**src/rtl/video_timing_gen.sv**
```systemverilog
// Raster timing generator: free-running pixel/line counters, registered sync,
// colour expansion to {A,B,G,R} and a sticky per-frame starvation flag.
module video_timing_gen #(
    parameter int unsigned H_ACTIVE    = 256,
    parameter int unsigned H_FP        = 23,
    parameter int unsigned H_SYNC      = 23,
    parameter int unsigned H_BP        = 40,
    parameter int unsigned V_ACTIVE    = 240,
    parameter int unsigned V_FP        = 3,
    parameter int unsigned V_SYNC      = 3,
    parameter int unsigned V_BP        = 16,
    parameter int unsigned COLOR_DEPTH = 8,
    parameter int unsigned HS_POL      = 0,
    parameter int unsigned VS_POL      = 0,
    localparam int unsigned H_TOTAL    = H_ACTIVE + H_FP + H_SYNC + H_BP,
    localparam int unsigned V_TOTAL    = V_ACTIVE + V_FP + V_SYNC + V_BP,
    localparam int unsigned HW         = $clog2(H_TOTAL),
    localparam int unsigned VW         = $clog2(V_TOTAL)
) (
    input  logic                   clk,
    input  logic                   reset,
    input  logic [COLOR_DEPTH-1:0] pix_r,
    input  logic [COLOR_DEPTH-1:0] pix_g,
    input  logic [COLOR_DEPTH-1:0] pix_b,
    input  logic                   pix_valid,
    output logic                   pix_ready,
    output logic [HW-1:0]          hpos,
    output logic [VW-1:0]          vpos,
    output logic [31:0]            rgb,
    output logic                   hsync,
    output logic                   vsync,
    output logic                   frame_start,
    output logic                   underflow
);

    // Sync window bounds; compared one bit wider so an end equal to the total
    // (zero back porch) does not wrap.
    localparam int unsigned HS_START = H_ACTIVE + H_FP;
    localparam int unsigned HS_END   = H_ACTIVE + H_FP + H_SYNC;
    localparam int unsigned VS_START = V_ACTIVE + V_FP;
    localparam int unsigned VS_END   = V_ACTIVE + V_FP + V_SYNC;

    localparam logic        HS_ON    = 1'(HS_POL);
    localparam logic        VS_ON    = 1'(VS_POL);
    localparam logic [31:0] RGB_BLANK = 32'hFF00_0000;

    logic          h_last_c;
    logic          v_last_c;
    logic          h_act_c;
    logic          v_act_c;
    logic          active_c;
    logic          accept_c;
    logic          starve_c;
    logic          origin_c;
    logic          hs_win_c;
    logic          vs_win_c;
    logic [7:0]    r8_c;
    logic [7:0]    g8_c;
    logic [7:0]    b8_c;
    logic [31:0]   rgb_next_c;

    // Replicate the channel's bit pattern MSB-first until 8 bits are filled.
    function automatic logic [7:0] expand(input logic [COLOR_DEPTH-1:0] c);
        logic [7:0] e;
        e = 8'h00;
        for (int i = 0; i < 8; i++) begin
            e[7-i] = c[COLOR_DEPTH-1-(i % COLOR_DEPTH)];
        end
        return e;
    endfunction

    always_comb begin
        h_last_c = (hpos == HW'(H_TOTAL - 1));
        v_last_c = (vpos == VW'(V_TOTAL - 1));
        h_act_c  = ({1'b0, hpos} < (HW+1)'(H_ACTIVE));
        v_act_c  = ({1'b0, vpos} < (VW+1)'(V_ACTIVE));
        active_c = h_act_c && v_act_c;
        accept_c = active_c && pix_valid;
        starve_c = active_c && !pix_valid;
        origin_c = (hpos == '0) && (vpos == '0);
        hs_win_c = ({1'b0, hpos} >= (HW+1)'(HS_START)) &&
                   ({1'b0, hpos} <  (HW+1)'(HS_END));
        vs_win_c = ({1'b0, vpos} >= (VW+1)'(VS_START)) &&
                   ({1'b0, vpos} <  (VW+1)'(VS_END));
    end

    assign pix_ready = active_c;

    always_comb begin
        r8_c       = expand(pix_r);
        g8_c       = expand(pix_g);
        b8_c       = expand(pix_b);
        rgb_next_c = RGB_BLANK;
        if (accept_c) begin
            rgb_next_c = {8'hFF, b8_c, g8_c, r8_c};
        end
    end

    // Position counters: line wrap advances the line counter.
    always_ff @(posedge clk or negedge reset) begin
        if (!reset) begin
            hpos <= '0;
            vpos <= '0;
        end else begin
            if (h_last_c) begin
                hpos <= '0;
                if (v_last_c) begin
                    vpos <= '0;
                end else begin
                    vpos <= vpos + VW'(1);
                end
            end else begin
                hpos <= hpos + HW'(1);
            end
        end
    end

    // Output stage: everything here reflects the position sampled at this edge.
    always_ff @(posedge clk or negedge reset) begin
        if (!reset) begin
            rgb         <= RGB_BLANK;
            hsync       <= ~HS_ON;
            vsync       <= ~VS_ON;
            frame_start <= 1'b0;
            underflow   <= 1'b0;
        end else begin
            rgb         <= rgb_next_c;
            hsync       <= hs_win_c ? HS_ON : ~HS_ON;
            vsync       <= vs_win_c ? VS_ON : ~VS_ON;
            frame_start <= origin_c;
            // Starvation set takes priority over the start-of-frame clear.
            if (starve_c) begin
                underflow <= 1'b1;
            end else if (origin_c) begin
                underflow <= 1'b0;
            end
        end
    end

endmodule

```
**config.mk**
```make
export PLATFORM = sky130hd
export DESIGN_NAME = video_timing_gen
export DESIGN_NICKNAME = d
export VERILOG_FILES = /design/src/rtl/video_timing_gen.sv
export SDC_FILE = /design/constraint.sdc
export NUM_CORES = 1
export LEC_CHECK = 0
export ABC_AREA = 1
export CORE_ASPECT_RATIO = 0.5
export CORE_MARGIN = 2
export CORE_UTILIZATION = 28
export DETAILED_ROUTE_END_ITERATION = 12
export SLEW_MARGIN = 10
export SYNTH_ARGS = -nofsm -noshare
export SYNTH_HDL_FRONTEND = slang
export SYNTH_SLANG_ARGS = --single-unit
```
**constraint.sdc**
```tcl
create_clock -name clk -period 1.6 [get_ports clk]
set_clock_uncertainty 0.1 [all_clocks]
set_input_delay 0.16 -clock clk [delete_from_list [all_inputs] [get_ports clk]]
set_output_delay 0.16 -clock clk [all_outputs]
set_load 0.01 [all_outputs]
```
Word level (Yosys, flattened, before mapping)
Index checks and enable logic that the tools add are counted.
- register bits: 54
- bits in latches: 0
- RAM bits: 0
- ROM bits: 0
- input port bits: 27
- output and inout port bits: 55
- memories: 0
- $add $sub $neg: 2
- multiply operators: 0
- divide/modulo/power cells: 0
- order comparisons: 6
- equal/unequal tests: 2
- shift operators: 0
- muxes and demuxes: 7
- bitwise logic cells: 0
- reduce and logical (&&, ||, !) cells: 10
- operators with widths (operator ; count):
    $mux W24 ; 1
    $add A9 B1 Y9 const B ; 2
    $eq A9 B9 Y1 const B ; 2
    $logic_not A9 Y1 ; 2
    $lt A9 B8 Y1 const B ; 2
    $lt A9 B9 Y1 const B ; 2
    $mux W9 ; 2
    $ge A9 B8 Y1 const B ; 1
    $ge A9 B9 Y1 const B ; 1
    $logic_and A1 B1 Y1 ; 6
    $mux W1 ; 4
    $reduce_bool A2 Y1 ; 1
    $logic_not A1 Y1 ; 1

Logic depth before layout (Yosys ltp)
- word-level depth: 4
- depth in mapped cells: 8
- gate-level depth less buffers: 8

Least setup slack after synthesis
Ideal clock, no wire load.
- path kind: reg2reg
- from: reg hpos[1]
- to: reg vpos[0]
- setup time: 0.129 ns
- data arrival time: 1.242 ns
- setup slack: 0.129 ns
- stages on the path, launching flop included: 7
- buffers on the path: 1
- period minus slack after synthesis: 1.471 ns
- path through: dfrtp_1 > inv_1 > ha_1 > nand3_2 > nor3_4 > buf_6 > o21ai_0
- word-level cells in the longest chain between the ends: 1
- ends and longest elaborated chain (what ; RTL line ; RTL):
    from (decl) ; 27 ; output logic [HW-1:0] hpos,
    from (signal assigned) ; 113 ; hpos <= hpos + HW'(1);
    $eq A9 B9 Y1 ; 73 ; h_last_c = (hpos == HW'(H_TOTAL - 1));
    to (signal assigned) ; 110 ; vpos <= vpos + VW'(1);
    to (decl) ; 28 ; output logic [VW-1:0] vpos,
Every way passes these cells.
A chain may end at the register's enable or synchronous reset.

Worst setup path in the final report
- from: reg hpos[8]
- to: out hpos[8]
No word-level cell between the ends.

==> metrics.cfg <==
[grt]
overflow=0
grt_pass1_wl_um=8830
gr-usage-all-layers_pct=12.9
grt_max_degree=37
grt_antenna_before_repair=0
grt_pass1_vias=1939

[detailed_routing]
drt-pass1-iter-count=4
drtIter0Drc=91
wl_per_cell_um=11.8
vias=1918
postRouteAntennaNets=0
drc=0
totalWireLength_um=5420
detail_route.vias_per_cell=4.16

[job]
max_cap_viol_count=0

[floorplanning]
ios=82
start_util_pct=29.5
core_area_mm2=0.00746
std_cell_rows=22
die_w_um=129
dieHeight_um=66.7
die_area_mm2=0.00863

[timing]
setup_viol=0
min_period_ps=1570
rsz0062_at_grt=yes
fmax_mhz=638
hold_violations=0
fin_crit_sh_pct=98.0
slew_violations=0
fin_ws_ps=32.7

[clock_tree]
path_clk_slew_ps=60
clk_latency_ps=280
cts_buffer_depth=2
htreeDepth=2
cts_root_buffer=clkbuf_16
tritoncts=done
cts.sinks=46
cts_buffers=5

[synth]
synth-edff-count=0
synth-simple-area-share_pct=26.5
synthMuxAreaShare_pct=0
async_reset_ff_share_pct=100
yosys.area_share.adder_pct=3.41
yosysWarningCount=0
synthFlopType=dfrtp_1
synth_area_mm2=0.00220
synth_compound_area_share_pct=3.01
ys_ff_latch=46
syn_area_per_cell_um2=8.47
synth_top_family_by_area=simple AND/OR/NAND/NOR gates
synth-xor-area-share_pct=0.795
synth_cell_type_count=27
synth_cells=260
ys_seq_area_share_pct=52.4

[layout]
final_nets=385
final_common_cell=clkdlybuf4s50_1
drive_gt1_share_pct=13.3
antenna_cells=0
fin_cells=461
final_cell_mix=66 x clkdlybuf4s50_1, 50 x inv_1, 44 x nand2_1
area_growth_syn_to_layout_pct=51.4
n_fill_cell=734

[worst_setup_path]
rrSetupSlack_ps=90
crit_required_ps=1340
path_max_fanout=5
path_class=flop to primary output
worstReg2RegStart=hpos[1]
reg2reg_depth=7
timing.rr.end=vpos[5]
cp-end-kind=primary output
arrival_ps=1310
startpoint=hpos[8]
startpoint_type=flop

[run_status]
status=complete, no violations

[pwr]
power.leakage_uw=0.00171
power.switching_uw=540
swShare_pct=21.8
p_comb_share_pct=9.0
internal-power_uw=1940
p_per_area_mw_per_mm2=744
seqPwrFrac_pct=48.5
clockPowerShare_pct=42.5
vdd_ir_drop_max_mv=0.379

[worst_hold_path]
hold_path_class=primary input to async pin

[placement]
place_ws_ps=98.7
dp_cells=448
gp_congestion=0.817
io_buffers=73
dpl.hpwl_um=4080

==> registers in the layout, summed over array words and instances (netlist names) <==
name	flops
frame_start	1
rgb	24
vpos	9
underflow	1
vsync	1
hsync	1
hpos	9
==> per-layer routing <==
metal / track usage, % / vias to the layer above / share of wire (%)
met5: 0 / - / 0
li1: - / 958 / -
met2: 24.7 / 34 / 53
met3: 1.93 / 5 / 2.6
met1: 15.1 / 921 / 43
met4: 3.76 / 0 / 0.98
==> how the worst max path moves through the flow <==
stage | slack (ps) | depth (start not counted) | end
6_report | 30 | 2 | hpos[8]
5_1_grt | -20 | 7 | vpos[1]
4_1_cts | 4 | 1 | vsync
3_5_place_dp | 100 | 7 | vpos[5]
3_3_place_gp | 120 | 4 | pix_ready
2_1_floorplan | 130 | 6 | vpos[0]
==> synth_stat cells, types with 2 or more instances <==
cell     count  area share (%)
a21oi_1      2            0.45
buf_2        2            0.45
buf_4        9             3.1
buf_6        3             1.5
dfrtp_1     44              50
dfstp_2      2             2.4
ha_1         6             3.4
inv_1       50             8.5
nand2_1     44             7.5
nand2_2      2            0.57
nand3_1     14             3.2
nand4_1      9             2.6
nor2_1      43             7.3
nor2_2       4             1.1
nor2_4       2             1.0
nor3_1       6             1.4
o21ai_0      8             1.8
==> through the flow <==
step	utilization (%)	area (um^2)	hold slack, ps	power, uW	setup TNS [ps]
finish	44.7	3330	188	2480	0
global route	44.7	3330	210	2580	-25.7
CTS	44.1	3290	186	2520	0
detailed placement	41.8	3120	-42.1	1450	0
global placement	41.8	3120	-48.3	1450	0
floorplan	-	2230	-236	1300	0
==> power groups by stage <==
stage,logic (uW),registers [uW],clock network [uW]
after floorplan,58.8,1240,0
after global placement,224,1220,0
after detailed placement,227,1220,0
after CTS,230,1200,1090
after global routing,246,1200,1130
final,224,1200,1050
==> timing repair <==
action / in CTS / in global routing
hold buffers: 1 / 0
pin swaps: 0 / 1
hold endpoints to repair: 44 / 0
endpoints found under the setup margin: 7 / 13
setup buffers: 0 / 4
resized for setup: 7 / 7
==> worst max-delay path, stage by stage (launching register included) <==
cell and delay, ps:
dfrtp_1 350, buf_4 140, clkdlybuf4s50_1 530
==> cell families after synthesis <==
kind of cell               Yosys count
buffers and inverters               65
and+or+nand+nor                    128
other                                1
AOI/OAI and AO/OA                   12
adders and majority gates            6
xor gates and xnor gates             2
DFF                                 46
==> cell type report <==
class	instances	area, um^2	area share [%]
flip-flops and latches	46	1160	34.8
repair buffers	92	921	27.6
multi-input cells	156	774	23.2
inverters	51	191	5.74
clock buffers	6	139	4.17
well taps	108	135	4.05
clock inverters	2	12.5	0.375
(Power assumes the default switching activity.)
